<file path="config.mk">
export PLATFORM = sky130hd
export DESIGN_NAME = ab_seq_generator
export DESIGN_NICKNAME = d
export VERILOG_FILES = /design/src/rtl/ab_seq_generator.sv
export SDC_FILE = /design/constraint.sdc
export NUM_CORES = 1
export LEC_CHECK = 0
export ABC_CLOCK_PERIOD_IN_PS = 2250
export CAP_MARGIN = 10
export CORE_MARGIN = 2
export CORE_UTILIZATION = 42
export CTS_BUF_LIST = sky130_fd_sc_hd__clkbuf_16
export DETAILED_ROUTE_END_ITERATION = 16
export GPL_TIMING_DRIVEN = 0
export PLACE_DENSITY_LB_ADDON = 0.08
export RECOVER_POWER = 50
export SYNTH_ARGS = -nofsm -noshare
export SYNTH_HDL_FRONTEND = slang
export SYNTH_SLANG_ARGS = --single-unit
export TNS_END_PERCENT = 100
</file>
<file path="constraint.sdc">
create_clock -name clk -period 2.25 [get_ports clk]
set_input_delay 0.3375 -clock clk [delete_from_list [all_inputs] [get_ports clk]]
set_output_delay 0.3375 -clock clk [all_outputs]
set_load 0.02 [all_outputs]
</file>
<file path="src/rtl/ab_seq_generator.sv">
// ab_seq_generator: stimulus generator for the "status |-> a ##GAP b" handshake.
// Requests are queued over a valid/ready port. Each request produces one status+a beat,
// and b follows exactly GAP clocks after that beat.
// Optional feature macro: ERR_INJECT_EN adds the inject_err port, which suppresses the b
// of the beat issued at the same edge.
module ab_seq_generator #(
    parameter int unsigned GAP   = 2,
    parameter int unsigned DEPTH = 4,
    parameter int unsigned CNT_W = 8
) (
    input  logic             clk,
    input  logic             rst,
    input  logic             req_valid,
    output logic             req_ready,
    input  logic             en,
    output logic             status,
    output logic             a,
    output logic             b,
    output logic             idle,
    output logic [CNT_W-1:0] issued_cnt,
    output logic [CNT_W-1:0] done_cnt
`ifdef ERR_INJECT_EN
    ,
    input  logic             inject_err
`endif
);

    // Requests carry no payload, so the FIFO state is fully described by its occupancy.
    localparam int unsigned CW = $clog2(DEPTH + 1);

    logic [CW-1:0]    count_q, count_d;
    logic [GAP-1:0]   sr_q, sr_d;
    logic             status_q, status_d;
    logic             b_q, b_d;
    logic [CNT_W-1:0] issued_q, issued_d;
    logic [CNT_W-1:0] done_q, done_d;
    logic             push, pop, issue_bit;

    // Ready and idle come straight from registered state.
    assign req_ready  = (count_q != CW'(DEPTH));
    assign idle       = (count_q == '0) && (sr_q == '0);
    assign status     = status_q;
    assign a          = status_q;
    assign b          = b_q;
    assign issued_cnt = issued_q;
    assign done_cnt   = done_q;

    // Next-state: push/pop accounting, beat issue, b scheduling and counters.
    always_comb begin
        push      = req_valid && req_ready;
        pop       = en && (count_q != '0);
        count_d   = count_q;
        issue_bit = pop;
`ifdef ERR_INJECT_EN
        // Only meaningful on an issue edge; otherwise there is nothing to corrupt.
        issue_bit = pop && !inject_err;
`endif
        if (push && !pop) begin
            count_d = count_q + CW'(1);
        end else if (pop && !push) begin
            count_d = count_q - CW'(1);
        end
        // Bit 0 holds the beat issued at this edge; the top bit becomes b one edge later.
        sr_d     = GAP'({sr_q, issue_bit});
        status_d = pop;
        b_d      = sr_q[GAP-1];
        issued_d = issued_q;
        done_d   = done_q;
        if (pop) begin
            issued_d = issued_q + CNT_W'(1);
        end
        if (sr_q[GAP-1]) begin
            done_d = done_q + CNT_W'(1);
        end
    end

    // State registers with synchronous reset; reset drops queued and in-flight beats.
    always_ff @(posedge clk) begin
        if (rst) begin
            count_q  <= '0;
            sr_q     <= '0;
            status_q <= 1'b0;
            b_q      <= 1'b0;
            issued_q <= '0;
            done_q   <= '0;
        end else begin
            count_q  <= count_d;
            sr_q     <= sr_d;
            status_q <= status_d;
            b_q      <= b_d;
            issued_q <= issued_d;
            done_q   <= done_d;
        end
    end

endmodule

</file>
Word level (Yosys, flattened, before mapping)

Cells that the tools add are included.

Output and inout port bits: 21
Input bits: 4
Flip-flop bits (word level): 23

Add/subtract/negate cells: 4
Muxes and demuxes: 2
Reduce and logical (&&, ||, !) cells: 11
Equality and inequality tests: 1

Operator list:

| operator                                                            | count |
|---|---|
| 8-bit by 1-bit adder with 8-bit output (second input constant)      | 2 |
| 3-bit two-way mux                                                   | 2 |
| 1-bit logical AND                                                   | 5 |
| 3-bit by 1-bit adder with 3-bit output (second input constant)      | 1 |
| 3-bit logical NOT                                                   | 1 |
| 3-bit != test (second input constant)                               | 1 |
| 3-bit nonzero test                                                  | 1 |
| 3-bit by 1-bit subtractor with 3-bit output (second input constant) | 1 |
| 1-bit logical NOT                                                   | 2 |
| 2-bit logical NOT                                                   | 1 |
| 2-bit nonzero test                                                  | 1 |

Depth between registers and ports, before layout

Depth after elaboration: 6
Depth in mapped cells: 9
Mapped depth without buffers: 9

Worst setup path before layout

OpenSTA, ideal clock, no wires.

Kind: register to register
Start point: reg count_q[0]
End point: reg count_q[2]
Path slack: 0.170 ns
Setup time: 0.070 ns
Arrival time: 2.010 ns
Stages on the path, launching flop included: 10
Period minus slack after synthesis: 2.080 ns
Path buffers: 0
Cell sequence: dfxtp_1 -> nor2_1 -> nand2_1 -> and2_1 -> ha_1 -> inv_1 -> fa_1 -> xor2_1 -> or3_1 -> a21oi_1

Cells in the longest elaborated chain, start to end: 5
Elaborated cells on any way between the ends: 13
Those cells by class: add/sub (2); eq/ne (1); mux (2); reduce/logical (8)

RTL lines:

| item                         | RTL line | source |
|---|---|---|
| start: declaration           | 31       | `logic [CW-1:0] count_q, count_d;` |
| start signal: assignment     | 87       | `count_q <= count_d;` |
| 3-bit != test *              | 40       | `assign req_ready = (count_q != CW'(DEPTH));` |
| via req_ready                | 14       | `output logic req_ready,` |
| 1-bit logical AND *          | 50       | `push = req_valid && req_ready;` |
| 1-bit logical NOT            | 60       | `end else if (pop && !push) begin` |
| 1-bit logical AND            | 60       |  |
| 2-bit nonzero test (no line) | -        |  |

The timed path passes the listed nets; every way through them passes the cells marked *. The select of a mux whose other input is x is not followed.
A chain may end at the register's enable or synchronous reset.

Worst setup path in the final report

Start point: in en
End point: reg count_q[2]

Cells in the longest elaborated chain, start to end: 4
Elaborated cells on any way between the ends: 6
Those cells by class: mux (1); reduce/logical (5)

RTL lines:

| item                                                    | RTL line | source |
|---|---|---|
| start: declaration                                      | 15       | `input logic en,` |
| 1-bit logical AND *                                     | 51       | `pop = en && (count_q != '0);` |
| 1-bit logical NOT                                       | 58       | `if (push && !pop) begin` |
| 1-bit logical AND                                       | 58       |  |
| 3-bit two-way mux or 2-bit nonzero test (tied branches) | -        |  |

Every way passes the cells marked *; elsewhere a longest branch is shown, timed or not.

==> results.sh <==
export IMPL_status="finished, final reports clean"
export IMPL_cp_end_kind="flip-flop"
export IMPL_placed_cells=154
export IMPL_area_growth_pct=38.3
export IMPL_gp_congestion=0.726
export IMPL_n_antenna_cell=0
export IMPL_fin_cells=158
export IMPL_vias=834
export IMPL_netlist_top_cells_area="dfxtp_1 46%, xor2_1 6.4%, a21oi_1 4.7%"
export IMPL_die_w_um=51.7
export IMPL_first_global_vias=814
export IMPL_slew_headroom_pct=66.1
export IMPL_ys_seq_area_share_pct=46.0
export IMPL_min_to="done_cnt[7]"
export IMPL_skew_ns=0.00345
export IMPL_syn_nets=110
export IMPL_irDropWorstVdd_v=0.000683
export IMPL_synth_ff_type="dfxtp_1"
export IMPL_grt_start_max_net_pins=12
export IMPL_holdCritPathClass="reg2reg"
export IMPL_critPathMaxFanout=3
export IMPL_hold_worst_slack_ns=0.483
export IMPL_grt_pass1_wl_mm=3.57
export IMPL_clk_latency_ns=0.25
export IMPL_nets=140
export IMPL_async_reset_ff_share_pct=0
export IMPL_min_path_cells=2
export IMPL_r2r_end="count_q[2]"
export IMPL_layout_common_cells="20 x dfxtp_1, 19 x clkdlybuf4s50_1, 12 x nor2_1, 9 x a21oi_1, 7 x xor2_1"
export IMPL_layout_commonest_cell="dfxtp_1"
export IMPL_finalHoldViolations=0
export IMPL_start_util_pct=43.7
export IMPL_cts_tree="done"
export IMPL_via_per_inst=5.28
export IMPL_hold_buffers=0
export IMPL_clock_sinks=22
export IMPL_period_share_pct=93.4
export IMPL_synth_cell_type_count=26
export IMPL_drv_cap=0
export IMPL_setup_violations=0
export IMPL_powerDensity_nw_per_um2=1010
export IMPL_worstPathArrival_ns=2.28
export IMPL_worst_pin_slew_ns=0.509
export IMPL_criticalPathCategory="in2reg"
export IMPL_p_total_mw=1.34
export IMPL_rows=17
export IMPL_cp_start_kind="primary input"
export IMPL_grt_setup_unrepaired="false"
export IMPL_ys_warn_count=0
export IMPL_io_buffers=24
export IMPL_drv_slew=0
export IMPL_dieArea_sq_um=2680
export IMPL_cts_made_buffers=3
export IMPL_io_pins=25
export IMPL_grt_overflow=0
export IMPL_synth_edf_count=0
export IMPL_post_route_util_pct=60.4
export IMPL_regToRegSetupSlack_ns=0.25
export IMPL_syn_area_sq_um=957
export IMPL_crit_required_ns=2.43
export IMPL_clkTransAtPathRegs_ns=0.06
export IMPL_cts_max_level=1
export IMPL_fmax_mhz=476
export IMPL_yosysTopAreaCell="dfxtp_1"
export IMPL_drc=0
export IMPL_r2r_cells=9
export IMPL_grt_total_usage_pct=17.8
export IMPL_hpwl_mm=1.39
export IMPL_die_height_um=51.7
export IMPL_antenna_left=0
export IMPL_wirelength_mm=1.96
export IMPL_netlist_area_leader_share_pct=46.0
export IMPL_fin_setup_tns_ns=0
export IMPL_p_leak_nw=0.472
export IMPL_layout_drive_gt1_share_pct=6.15
export IMPL_syn_inst=102
export IMPL_timing_rr_start="count_q[1]"
export IMPL_period_minus_slack_ns=2.10
export IMPL_syn_mean_instance_area_sq_um=9.38
export IMPL_ctsRootBufferMaster="clkbuf_16"
export IMPL_drt_first_pass_iters=4
export IMPL_antenna_found_initial=0
export IMPL_ys_seq_elements=22
export IMPL_core_sq_um=2190
export IMPL_wire_per_inst_um=12.4
export IMPL_clock_path_buffers=2
export IMPL_first_iter_violations=9
export IMPL_hp_start="done_cnt[7]"
-- critical path, cell delays in order --
cell,delay [ns]
dlygate4sd3_1,0.60
o31ai_4,0.08
ha_1,0.21
inv_1,0.06
fa_1,0.37
xor2_1,0.17
or3_1,0.30
a21oi_1,0.14
-- cell usage after synthesis (2+ instances only) --
library cell  number
dfxtp_1           22
nor2_1            12
a21oi_1            9
xor2_1             7
nand2_1            6
o21ai_0            5
or3_1              5
nand3_1            4
nand4_1            4
o31ai_1            4
or4_1              4
ha_1               3
mux2i_1            3
nor2b_1            2
-- per-layer routing --
metal  vias up  wire length (um)  global-route usage [%]
li1        424                 -                       -
met2        18               898                    29.9
met3         2                67                    5.46
met1       390               980                    22.5
met4         0                 9                    3.95
met5         -                 0                       0
-- where the power goes --
part	switching (mW)	leakage, nW	internal (mW)
combinational	0.225	0.256	0.220
sequential	0.0922	0.179	0.442
clock	0.128	0.0370	0.234
total	0.445	0.472	0.896
-- worst max-delay path by stage --
stage,start,endpoint,slack (ns),depth (start not counted)
after detailed placement,en,count_q[2],-0.12,8
final,en,count_q[2],0.15,8
after global placement,en,count_q[2],-0.12,8
after global routing,count_q[2],idle,0.02,3
after floorplan,count_q[0],count_q[2],0.17,9
after CTS,count_q[1],idle,0.03,3
-- area by class of cell --
class                   instances  area, sq um
repair buffers                 25          244
multi-input cells              75          504
flip-flops and latches         22          443
clock buffers                   3         75.1
fillers                       210          867
inverters                       1         3.75
well taps                      28         35.0
plain buffers                   4         18.8
-- through the flow --
stage / instance area, sq um / setup WS, ns
2_1_floorplan: 957 / 0.170
6_report: 1320 / 0.149
3_3_place_gp: 1230 / -0.116
4_1_cts: 1320 / 0.0259
5_1_grt: 1320 / 0.0234
3_5_place_dp: 1230 / -0.116
-- state kept, by name (all words and copies together) (netlist names) --
signal / count
count_q: 3
done_cnt: 8
b: 1
issued_cnt: 8
sr_q: 2
-- cell families (layout without fill, tap and decap cells) --
logic type	after synthesis	in the layout	synth area share (%)
XOR/XNOR	8	8	7.32
flip-flops	22	22	46.0
AND/OR/NAND/NOR	40	40	21.4
multiplexers	3	3	3.14
buffers and inverters	5	33	2.48
AO/OA/AOI/OAI	20	20	13.6
adder cells (fa/ha/maj)	4	4	6.01
-- repair_timing --
action                                  4_1_cts  5_1_grt
gates resized for setup                       1        3
endpoints found under the setup margin        2        2
setup buffers                                 1        0
pin swaps                                     1        0
No activity file was read; power rests on OpenSTA's default activity.
